## src/rtl/pipe_ctrl_pkg.sv

```systemverilog
// Shared opcodes, ALU op codes, bundle bit positions and PC-select codes for the pipeline control unit.
// Pure constants and types; no logic, no latency, no flow control.
package pipe_ctrl_pkg;

   localparam logic [5:0] OP_RTYPE = 6'b000000;
   localparam logic [5:0] OP_LW    = 6'b100011;
   localparam logic [5:0] OP_SW    = 6'b101011;
   localparam logic [5:0] OP_BEQ   = 6'b000100;
   localparam logic [5:0] OP_BNE   = 6'b000101;
   localparam logic [5:0] OP_J     = 6'b000010;
   localparam logic [5:0] OP_ADDI  = 6'b001000;
   localparam logic [5:0] OP_ANDI  = 6'b001100;
   localparam logic [5:0] OP_ORI   = 6'b001101;

   typedef enum logic [2:0] {
      ALU_ADD   = 3'b000,
      ALU_SUB   = 3'b001,
      ALU_FUNCT = 3'b010,
      ALU_AND   = 3'b011,
      ALU_OR    = 3'b100
   } aluop_e;

   // ex bundle: {regdst, alusrc, aluop[2:0], branch, bne, memread}
   localparam int EX_REGDST   = 7;
   localparam int EX_ALUSRC   = 6;
   localparam int EX_ALUOP_HI = 5;
   localparam int EX_ALUOP_LO = 3;
   localparam int EX_BRANCH   = 2;
   localparam int EX_BNE      = 1;
   localparam int EX_MEMREAD  = 0;

   localparam int MEM_MEMREAD  = 1;
   localparam int MEM_MEMWRITE = 0;

   localparam int WB_MEMTOREG = 1;
   localparam int WB_REGWRITE = 0;

   localparam logic [1:0] PC_SEQ    = 2'b00;
   localparam logic [1:0] PC_BRANCH = 2'b01;
   localparam logic [1:0] PC_JUMP   = 2'b10;

   typedef struct packed {
      logic [7:0] ex;
      logic [1:0] mem;
      logic [1:0] wb;
   } ctrl_t;

endpackage

```

## src/rtl/ctrl_decode.sv

```systemverilog
// Opcode decoder: ID-stage fields to control bundle, destination register and rt-usage flag; purely combinational.
// No state and no flow control; invalid or unknown opcodes decode as a bubble.
module ctrl_decode
   import pipe_ctrl_pkg::*;
#(
   parameter int REG_AW     = 5,
   parameter bit EXT_OPS_EN = 1'b1
) (
   input  logic              valid,
   input  logic [5:0]        op,
   input  logic [5:0]        funct,
   input  logic [REG_AW-1:0] rt,
   input  logic [REG_AW-1:0] rd,
   output ctrl_t             ctrl,
   output logic [REG_AW-1:0] dst,
   output logic              uses_rt,
   output logic              jump
);

   logic wr;
   // The ALU sub-decodes funct itself; only the opcode matters here.
   logic unused_funct;
   assign unused_funct = ^funct;

   always_comb begin
      ctrl    = '0;
      dst     = '0;
      uses_rt = 1'b0;
      jump    = 1'b0;
      wr      = 1'b0;
      if (valid) begin
         case (op)
            OP_RTYPE: begin
               ctrl.ex[EX_REGDST] = 1'b1;
               ctrl.ex[EX_ALUOP_HI:EX_ALUOP_LO] = ALU_FUNCT;
               wr      = 1'b1;
               dst     = rd;
               uses_rt = 1'b1;
            end
            OP_LW: begin
               ctrl.ex[EX_ALUSRC]    = 1'b1;
               ctrl.ex[EX_MEMREAD]   = 1'b1;
               ctrl.ex[EX_ALUOP_HI:EX_ALUOP_LO] = ALU_ADD;
               ctrl.mem[MEM_MEMREAD] = 1'b1;
               ctrl.wb[WB_MEMTOREG]  = 1'b1;
               wr  = 1'b1;
               dst = rt;
            end
            OP_SW: begin
               ctrl.ex[EX_ALUSRC]     = 1'b1;
               ctrl.ex[EX_ALUOP_HI:EX_ALUOP_LO] = ALU_ADD;
               ctrl.mem[MEM_MEMWRITE] = 1'b1;
               uses_rt = 1'b1;
            end
            OP_BEQ: begin
               ctrl.ex[EX_BRANCH] = 1'b1;
               ctrl.ex[EX_ALUOP_HI:EX_ALUOP_LO] = ALU_SUB;
               uses_rt = 1'b1;
            end
            OP_BNE: begin
               if (EXT_OPS_EN) begin
                  ctrl.ex[EX_BRANCH] = 1'b1;
                  ctrl.ex[EX_BNE]    = 1'b1;
                  ctrl.ex[EX_ALUOP_HI:EX_ALUOP_LO] = ALU_SUB;
                  uses_rt = 1'b1;
               end
            end
            OP_J: begin
               if (EXT_OPS_EN) jump = 1'b1;
            end
            OP_ADDI, OP_ANDI, OP_ORI: begin
               if (EXT_OPS_EN) begin
                  ctrl.ex[EX_ALUSRC] = 1'b1;
                  if (op == OP_ADDI)
                     ctrl.ex[EX_ALUOP_HI:EX_ALUOP_LO] = ALU_ADD;
                  else if (op == OP_ANDI)
                     ctrl.ex[EX_ALUOP_HI:EX_ALUOP_LO] = ALU_AND;
                  else
                     ctrl.ex[EX_ALUOP_HI:EX_ALUOP_LO] = ALU_OR;
                  wr  = 1'b1;
                  dst = rt;
               end
            end
            default: ;
         endcase
      end
      // Writes to $0 are architecturally dead; dropping them also keeps forwarding honest.
      ctrl.wb[WB_REGWRITE] = wr & (dst != '0);
   end

endmodule

```

## src/rtl/pipe_ctrl_unit.sv

```systemverilog
// Pipeline control: decode in ID, carry bundles through ID/EX, EX/MEM, MEM/WB (1/2/3 cycles), load-use stall and branch/jump squash.
// hold freezes every register and counter; a load-use hazard holds PC and IF/ID for one cycle via stall.
module pipe_ctrl_unit
   import pipe_ctrl_pkg::*;
#(
   parameter int REG_AW     = 5,
   parameter bit HAZARD_EN  = 1'b1,
   parameter bit EXT_OPS_EN = 1'b1,
   parameter int CNT_W      = 16
) (
   input  logic              clk,
   input  logic              rst_n,
   input  logic              hold,
   input  logic              id_valid,
   input  logic [5:0]        id_op,
   input  logic [5:0]        id_funct,
   input  logic [REG_AW-1:0] id_rs,
   input  logic [REG_AW-1:0] id_rt,
   input  logic [REG_AW-1:0] id_rd,
   input  logic              ex_take,
   output logic              stall,
   output logic              flush_if,
   output logic [1:0]        pc_sel,
   output logic [7:0]        ex_ctrl,
   output logic [1:0]        mem_ctrl,
   output logic [1:0]        wb_ctrl,
   output logic [REG_AW-1:0] ex_dst,
   output logic [REG_AW-1:0] mem_dst,
   output logic [REG_AW-1:0] wb_dst,
   output logic [CNT_W-1:0]  stall_cnt,
   output logic [CNT_W-1:0]  flush_cnt
);

   ctrl_t             id_ctrl;
   logic [REG_AW-1:0] id_dst;
   logic              id_uses_rt;
   logic              id_jump;

   ctrl_decode #(
      .REG_AW     (REG_AW),
      .EXT_OPS_EN (EXT_OPS_EN)
   ) u_decode (
      .valid   (id_valid),
      .op      (id_op),
      .funct   (id_funct),
      .rt      (id_rt),
      .rd      (id_rd),
      .ctrl    (id_ctrl),
      .dst     (id_dst),
      .uses_rt (id_uses_rt),
      .jump    (id_jump)
   );

   ctrl_t      idex_q;
   logic [1:0] exmem_wb_q;
   logic       br_taken;
   logic       load_use;
   logic       bubble;
   logic       stall_evt;
   logic       flush_evt;

   assign ex_ctrl  = idex_q.ex;
   assign br_taken = ex_take & idex_q.ex[EX_BRANCH];
   assign load_use = HAZARD_EN && id_valid && idex_q.ex[EX_MEMREAD] && (ex_dst != '0) &&
                     ((ex_dst == id_rs) || (id_uses_rt && (ex_dst == id_rt)));

   // Priority: hold, taken branch, load-use stall, jump.
   always_comb begin
      stall     = 1'b0;
      flush_if  = 1'b0;
      pc_sel    = PC_SEQ;
      bubble    = 1'b0;
      stall_evt = 1'b0;
      flush_evt = 1'b0;
      if (rst_n) begin
         if (hold) begin
            stall = 1'b1;
         end else if (br_taken) begin
            pc_sel    = PC_BRANCH;
            flush_if  = 1'b1;
            bubble    = 1'b1;
            flush_evt = 1'b1;
         end else if (load_use) begin
            stall     = 1'b1;
            bubble    = 1'b1;
            stall_evt = 1'b1;
         end else if (id_jump) begin
            pc_sel    = PC_JUMP;
            flush_if  = 1'b1;
            bubble    = 1'b1;
            flush_evt = 1'b1;
         end
      end
   end

   always_ff @(posedge clk or negedge rst_n) begin
      if (!rst_n) begin
         idex_q     <= '0;
         ex_dst     <= '0;
         mem_ctrl   <= '0;
         exmem_wb_q <= '0;
         mem_dst    <= '0;
         wb_ctrl    <= '0;
         wb_dst     <= '0;
      end else if (!hold) begin
         if (bubble) begin
            idex_q <= '0;
            ex_dst <= '0;
         end else begin
            idex_q <= id_ctrl;
            ex_dst <= id_dst;
         end
         mem_ctrl   <= idex_q.mem;
         exmem_wb_q <= idex_q.wb;
         mem_dst    <= ex_dst;
         wb_ctrl    <= exmem_wb_q;
         wb_dst     <= mem_dst;
      end
   end

   always_ff @(posedge clk or negedge rst_n) begin
      if (!rst_n) begin
         stall_cnt <= '0;
         flush_cnt <= '0;
      end else if (!hold) begin
         if (stall_evt && (stall_cnt != '1)) stall_cnt <= stall_cnt + 1'b1;
         if (flush_evt && (flush_cnt != '1)) flush_cnt <= flush_cnt + 1'b1;
      end
   end

endmodule
```

## config.mk

```make
export PLATFORM = sky130hd
export DESIGN_NAME = pipe_ctrl_unit
export DESIGN_NICKNAME = d
export VERILOG_FILES = /design/src/rtl/pipe_ctrl_pkg.sv /design/src/rtl/ctrl_decode.sv /design/src/rtl/pipe_ctrl_unit.sv
export SDC_FILE = /design/constraint.sdc
export NUM_CORES = 1
export LEC_CHECK = 0
export CAP_MARGIN = 40
export CORE_MARGIN = 1
export CORE_UTILIZATION = 51
export CTS_CLUSTER_DIAMETER = 80
export DETAILED_ROUTE_END_ITERATION = 16
export PLACE_DENSITY_LB_ADDON = 0.12
export SLEW_MARGIN = 10
export SYNTH_ARGS = -nofsm -noshare
export SYNTH_HDL_FRONTEND = slang
export SYNTH_SLANG_ARGS = --single-unit
```

## constraint.sdc

```tcl
create_clock -name clk -period 4.9 [get_ports clk]
set_input_delay 0.98 -clock clk [delete_from_list [all_inputs] [get_ports clk]]
set_output_delay 0.98 -clock clk [all_outputs]
set_load 0.05 [all_outputs]
```

=== After elaboration in Yosys (flattened, before gate mapping) ===
Cells that the tools add are included.

* Logic and storage cells: 87
* Bits of input ports: 32
* Output and inout port bits: 63
* Bits in registers: 65

* Muxes and demuxes: 41
* Reductions and logical operators: 18
* Equal/unequal tests: 12
* $add $sub $neg: 2
* Bitwise operators: 3

{| class="wikitable"
|+ Operators with widths
! operator !! count
|-
| adder 16 x 1 -> 16 bit, second input constant || 2
|-
| inequality test 16 bit, second input constant || 2
|-
| two-way mux 1 bit || 27
|-
| equality test 6 x 4 -> 1 bit, second input constant || 3
|-
| equality test 6 x 3 -> 1 bit, second input constant || 2
|-
| equality test 6 bit, second input constant || 2
|-
| two-way mux 12 bit || 1
|-
| two-way mux 2 bit || 6
|-
| two-way mux 11 bit || 1
|-
| equality test 5 bit || 2
|-
| two-way mux 5 bit || 2
|-
| one-hot mux 5 bit (2 select lines) || 1
|-
| nonzero test 5 bit || 2
|-
| OR reduction 5 bit || 2
|-
| one-hot mux 3 bit (3 select lines) || 1
|-
| OR reduction 4 bit || 2
|-
| equality test 6 x 2 -> 1 bit, second input constant || 1
|-
| logical AND 1 bit || 6
|-
| zero test 6 bit || 1
|-
| two-way mux 3 bit || 2
|-
| AND reduction 2 bit || 2
|-
| OR reduction 3 bit || 1
|-
| AND 1 bit || 2
|-
| OR reduction 2 bit || 1
|-
| 2 further kinds || 2
|}

=== Logic depth before layout (Yosys ltp) ===
* Depth after elaboration: 13
* Mapped depth: 8
* Gate-level depth less buffers: 7

=== Cells and area by module ===
From an unflattened synthesis, not the netlist that was laid out.

* Cells, all modules: 285
* Area total of the unflattened synthesis: 3,254.4 µm²

{| class="wikitable"
|+ By module, submodules not included
! module !! cells an instance !! area an instance (µm²) !! sequential area each (µm²) !! times used
|-
| pipe_ctrl_unit || 231 || 2,919.0 || 1,626.6 || 1
|-
| ctrl_decode || 54 || 335.3 || 0.0 || 1
|}

=== Worst setup path before layout ===
Ideal clock, no wire load.

* Kind: input -> output
* From: input port id_op[3]
* To: output port pc_sel[1]
* Stages: 4
* Data required time: 3.920 ns
* Path buffers: 1
* Arrival: 2.774 ns
* Slack: 1.146 ns
* Cells stage by stage: clkbuf_1 -> nor4_1 -> nand4b_1 -> a211oi_1

* Word-level cells in the longest chain between the ends: 11
* Elaborated cells between the ends (all ways): 18
* Those cells by class: eq/ne: 4; mux: 9; reduce/logical: 5

{| class="wikitable"
|+ Ends and longest elaborated chain
! element !! line !! source
|-
| from (decl) || pipe_ctrl_unit.sv:15 || <nowiki>input logic [5:0] id_op,</nowiki>
|-
| equality test 6 x 3 -> 1 bit, or another cell as far along || ctrl_decode.sv:32 || <nowiki>case (op)</nowiki>
|-
| OR reduction 4 bit (no line) || n/a ||
|-
| two-way mux 1 bit || n/a ||
|-
| two-way mux 1 bit || ctrl_decode.sv:31 || <nowiki>if (valid) begin</nowiki>
|-
| logical AND 1 bit || pipe_ctrl_unit.sv:65 || <nowiki>((ex_dst == id_rs) || (id_uses_rt && (ex_dst == id_rt)));</nowiki>
|-
| logical OR 1 bit || pipe_ctrl_unit.sv:65 ||
|-
| logical AND 1 bit || pipe_ctrl_unit.sv:64 || <nowiki>assign load_use = HAZARD_EN && id_valid && idex_q.ex[EX_MEMREAD] && (ex_dst != '0) &&</nowiki>
|-
| two-way mux 2 bit * || pipe_ctrl_unit.sv:83 || <nowiki>end else if (load_use) begin</nowiki>
|-
| two-way mux 2 bit * || pipe_ctrl_unit.sv:78 || <nowiki>end else if (br_taken) begin</nowiki>
|-
| two-way mux 2 bit * || pipe_ctrl_unit.sv:76 || <nowiki>if (hold) begin</nowiki>
|-
| two-way mux 2 bit * || pipe_ctrl_unit.sv:75 || <nowiki>if (rst_n) begin</nowiki>
|-
| to (decl) || pipe_ctrl_unit.sv:23 || <nowiki>output logic [1:0] pc_sel,</nowiki>
|}

Every way passes the cells marked *; elsewhere a longest branch is shown, timed or not.

=== Final worst setup path ===
* From: input port id_op[3]
* To: output port flush_if

* Word-level cells in the longest chain between the ends: 11
* Elaborated cells between the ends (all ways): 18
* Those cells by class: eq/ne: 4; mux: 9; reduce/logical: 5

{| class="wikitable"
|+ Ends and longest elaborated chain
! element !! line !! source
|-
| equality test 6 x 3 -> 1 bit, or another cell as far along || ctrl_decode.sv:32 ||
|-
| OR reduction 4 bit (no line) || n/a ||
|-
| two-way mux 1 bit || n/a ||
|-
| two-way mux 1 bit || ctrl_decode.sv:31 ||
|-
| logical AND 1 bit || pipe_ctrl_unit.sv:65 ||
|-
| logical OR 1 bit || pipe_ctrl_unit.sv:65 ||
|-
| logical AND 1 bit || pipe_ctrl_unit.sv:64 ||
|-
| two-way mux 1 bit * || pipe_ctrl_unit.sv:83 ||
|-
| two-way mux 1 bit * || pipe_ctrl_unit.sv:78 ||
|-
| two-way mux 1 bit * || pipe_ctrl_unit.sv:76 ||
|-
| two-way mux 1 bit * || pipe_ctrl_unit.sv:75 ||
|-
| to (decl) || pipe_ctrl_unit.sv:22 || <nowiki>output logic flush_if,</nowiki>
|}

Marked as above.

==> flow_summary.toml <==
[timing]
worst_slew_pin_slew_ps = 813
rsz0062_at_grt = "false"
hold_viol = 0
fin_crit_sh_pct = 84.3
max_slew_margin_pct = 45.8
fin_tns_setup_ps = 0
clock-skew-final_ps = 9.78
post-route-min-period_ps = 4130
drv_slew = 0
fmax_mhz = 242
setup_viol = 0

[synth]
synth_cell_types = 44
synth_common_cells = "62 x dfrtp_1, 30 x nand2_1, 24 x xnor2_1, 18 x nand4_1"
syn_avg_cell_area_um2 = 10.3
yosysSeqAreaShare_pct = 48.1
ys_async_sr_fraction_pct = 100
synth_top_cell_area_share_pct = 48.1
synth.area.top_cells = "dfrtp_1 48%, xnor2_1 6.5%, mux2_2 5.9%, xor2_1 4.6%, nand2_1 3.5%"
synth.most_common_cell = "dfrtp_1"
synth_area_um2 = 3230
yosysWarnings = 0
synth_nets = 347
synth-main-ff-cell = "dfrtp_1"
synth-seq-cells = 62
synth_edf_count = 0
syn_inst = 313
yosysTopAreaCell = "dfrtp_1"

[power_and_ir_drop]
p_leak_nw = 1.88
power_mw = 1.15
power.density_nw_per_um2 = 265
max-vdd-ir-drop_mv = 0.189

[floorplanning]
ios = 95
rows = 28
fp.coreArea_um2 = 6030
dieWidth_um = 81.5
die_h_um = 81.5
die_area_um2 = 6650
start_util_pct = 53.5

[detailed_routing]
routed_wl_um = 7600
drt_iter0_markers = 160
dr_total_vias = 2666
drc = 0
wl_met3_um = 334
met1Wirelength_um = 3450
ant_nets = 0
vias_per_cell = 5.59
routed.top_layer = "met4"
wire_per_inst_um = 15.9
met2WireLength_um = 3760
dr.pass1.iters = 4

[clock_network]
ctsHoldBuffers = 0
clkTransAtPathRegs_ps = 70
cts.sinks = 62
insertion_delay_ps = 330
clock_path_buffers = 2
ctsResizeCount = 0
numCtsBuffers = 9
cts_tree = "done"
post_cts_buffers = 0
ctsRootBufferMaster = "clkbuf_8"
h-tree-depth = 3

[finish]
antenna_cells = 0
drive_gt1_share_pct = 11.7
synthToLayoutAreaGrowth_pct = 34.2
nets = 431

[global_routing]
grt_start_max_net_pins = 67
grt_pass1_wl_um = 12100
grt_pass1_vias = 2527
grt_use_total_pct = 24.5
antenna_found_initial = 0
gr-total-overflow = 0

[worst_setup_path]
timing_worst_setup_path_type = "in -> out"
critPathArrivalTime_ps = 3150
cp.required_ps = 3920
start_kind = "primary input"
worst-path-max-fanout = 11
critPathCaptureType = "primary output"

[min_path]
worstHoldPathType = "reg -> reg"

[outcome]
status = "finished clean"

[placement]
port-buffer-count = 88
gp_congestion = 0.897
post-dp-hpwl_um = 5340

[job]
cap_violations = 0
==> final cells by class <==
class	instances	area, um^2
fill	466	1700
sequential	62	1550
multi-input combinational	228	1540
timing repair buffer	91	916
clock buffer	10	128
tap	75	93.8
clock inverter	6	86.3
inverter	5	18.8
==> layer usage <==
| layer | vias to the layer above | GRT usage, % |
|---|---|---|
| li1 | 1291 | - |
| met1 | 1296 | 32.8 |
| met2 | 73 | 39.3 |
| met3 | 6 | 4.78 |
| met4 | 0 | 8.75 |
| met5 | - | 0 |
==> worst paths after layout <==
path                                 start            end  slack (ps)  depth (start not counted)
worst max-delay path              id_op[3]       flush_if         770                          7
worst min-delay path            ex_ctrl[1]     ex_ctrl[1]         480                          2
worst max register to register   ex_dst[1]  flush_cnt[10]        2440                          7
worst min register to register  ex_ctrl[1]     ex_ctrl[1]         480                          2
max in group asynchronous            rst_n   flush_cnt[5]        3500                          2
min in group asynchronous            rst_n     ex_ctrl[3]         850                          2
==> state kept, by name (all words and copies together), names as in the netlist <==
register	count
ex_ctrl	8
ex_dst	5
exmem_wb_q	1
flush_cnt	16
idex_q	2
mem_ctrl	2
mem_dst	5
stall_cnt	16
wb_ctrl	2
wb_dst	5
==> stage by stage <==
stage	setup WS, ps	util [%]	std cells	instance area (um^2)	hold WS (ps)
CTS	771	71.8	477	4330	491
detailed placement	882	68.3	461	4120	473
global route	594	71.8	477	4330	508
floorplan	1150	-	313	3230	448
global placement	879	68.3	461	4120	465
finish	770	71.8	477	4330	484
==> report_power, final <==
part / total (mW) / leakage [nW] / switching (mW) / internal (mW)
clock network: 0.493 / 0.106 / 0.208 / 0.286
registers: 0.529 / 0.852 / 0.00925 / 0.520
logic: 0.125 / 0.918 / 0.0758 / 0.0496
total: 1.15 / 1.88 / 0.293 / 0.855
==> cell usage in the layout (no fill, tap or decap), types with 3 or more instances in the layout <==
master / synthesis / final
nand3_1: 17 / 17
nor2_1: 14 / 14
nor3_1: 11 / 11
nand2b_1: 4 / 4
or4_1: 6 / 6
nand2_1: 30 / 30
xor2_1: 17 / 17
clkbuf_8: 0 / 9
clkdlybuf4s50_1: 0 / 84
nor4_1: 8 / 8
and3_1: 10 / 10
o21ai_0: 13 / 13
buf_4: 9 / 4
mux2_2: 17 / 17
inv_1: 5 / 5
dfrtp_1: 62 / 62
xnor2_1: 24 / 24
a22oi_1: 5 / 5
a21oi_1: 4 / 4
nand4_1: 18 / 18
nor3b_1: 3 / 3
==> critical path, cell delays in order <==
cell and delay, ps:
clkdlybuf4s50_1 580, nor4_1 440, nand4b_1 190, nand2_1 260, nand2_1 230, nor2_1 290, buf_12 180
==> cell families after synthesis <==
| family | count (synthesis) | share of synthesized area [%] |
|---|---|---|
| AOI/OAI and AO/OA | 33 | 6.71 |
| xor gates and xnor gates | 41 | 11.1 |
| adders and majority gates | 2 | 0.776 |
| buffers and inverters | 23 | 4.31 |
| DFF | 62 | 48.1 |
| muxes | 17 | 5.93 |
| and+or+nand+nor | 135 | 23.0 |
No activity file was read; power rests on OpenSTA's default activity.
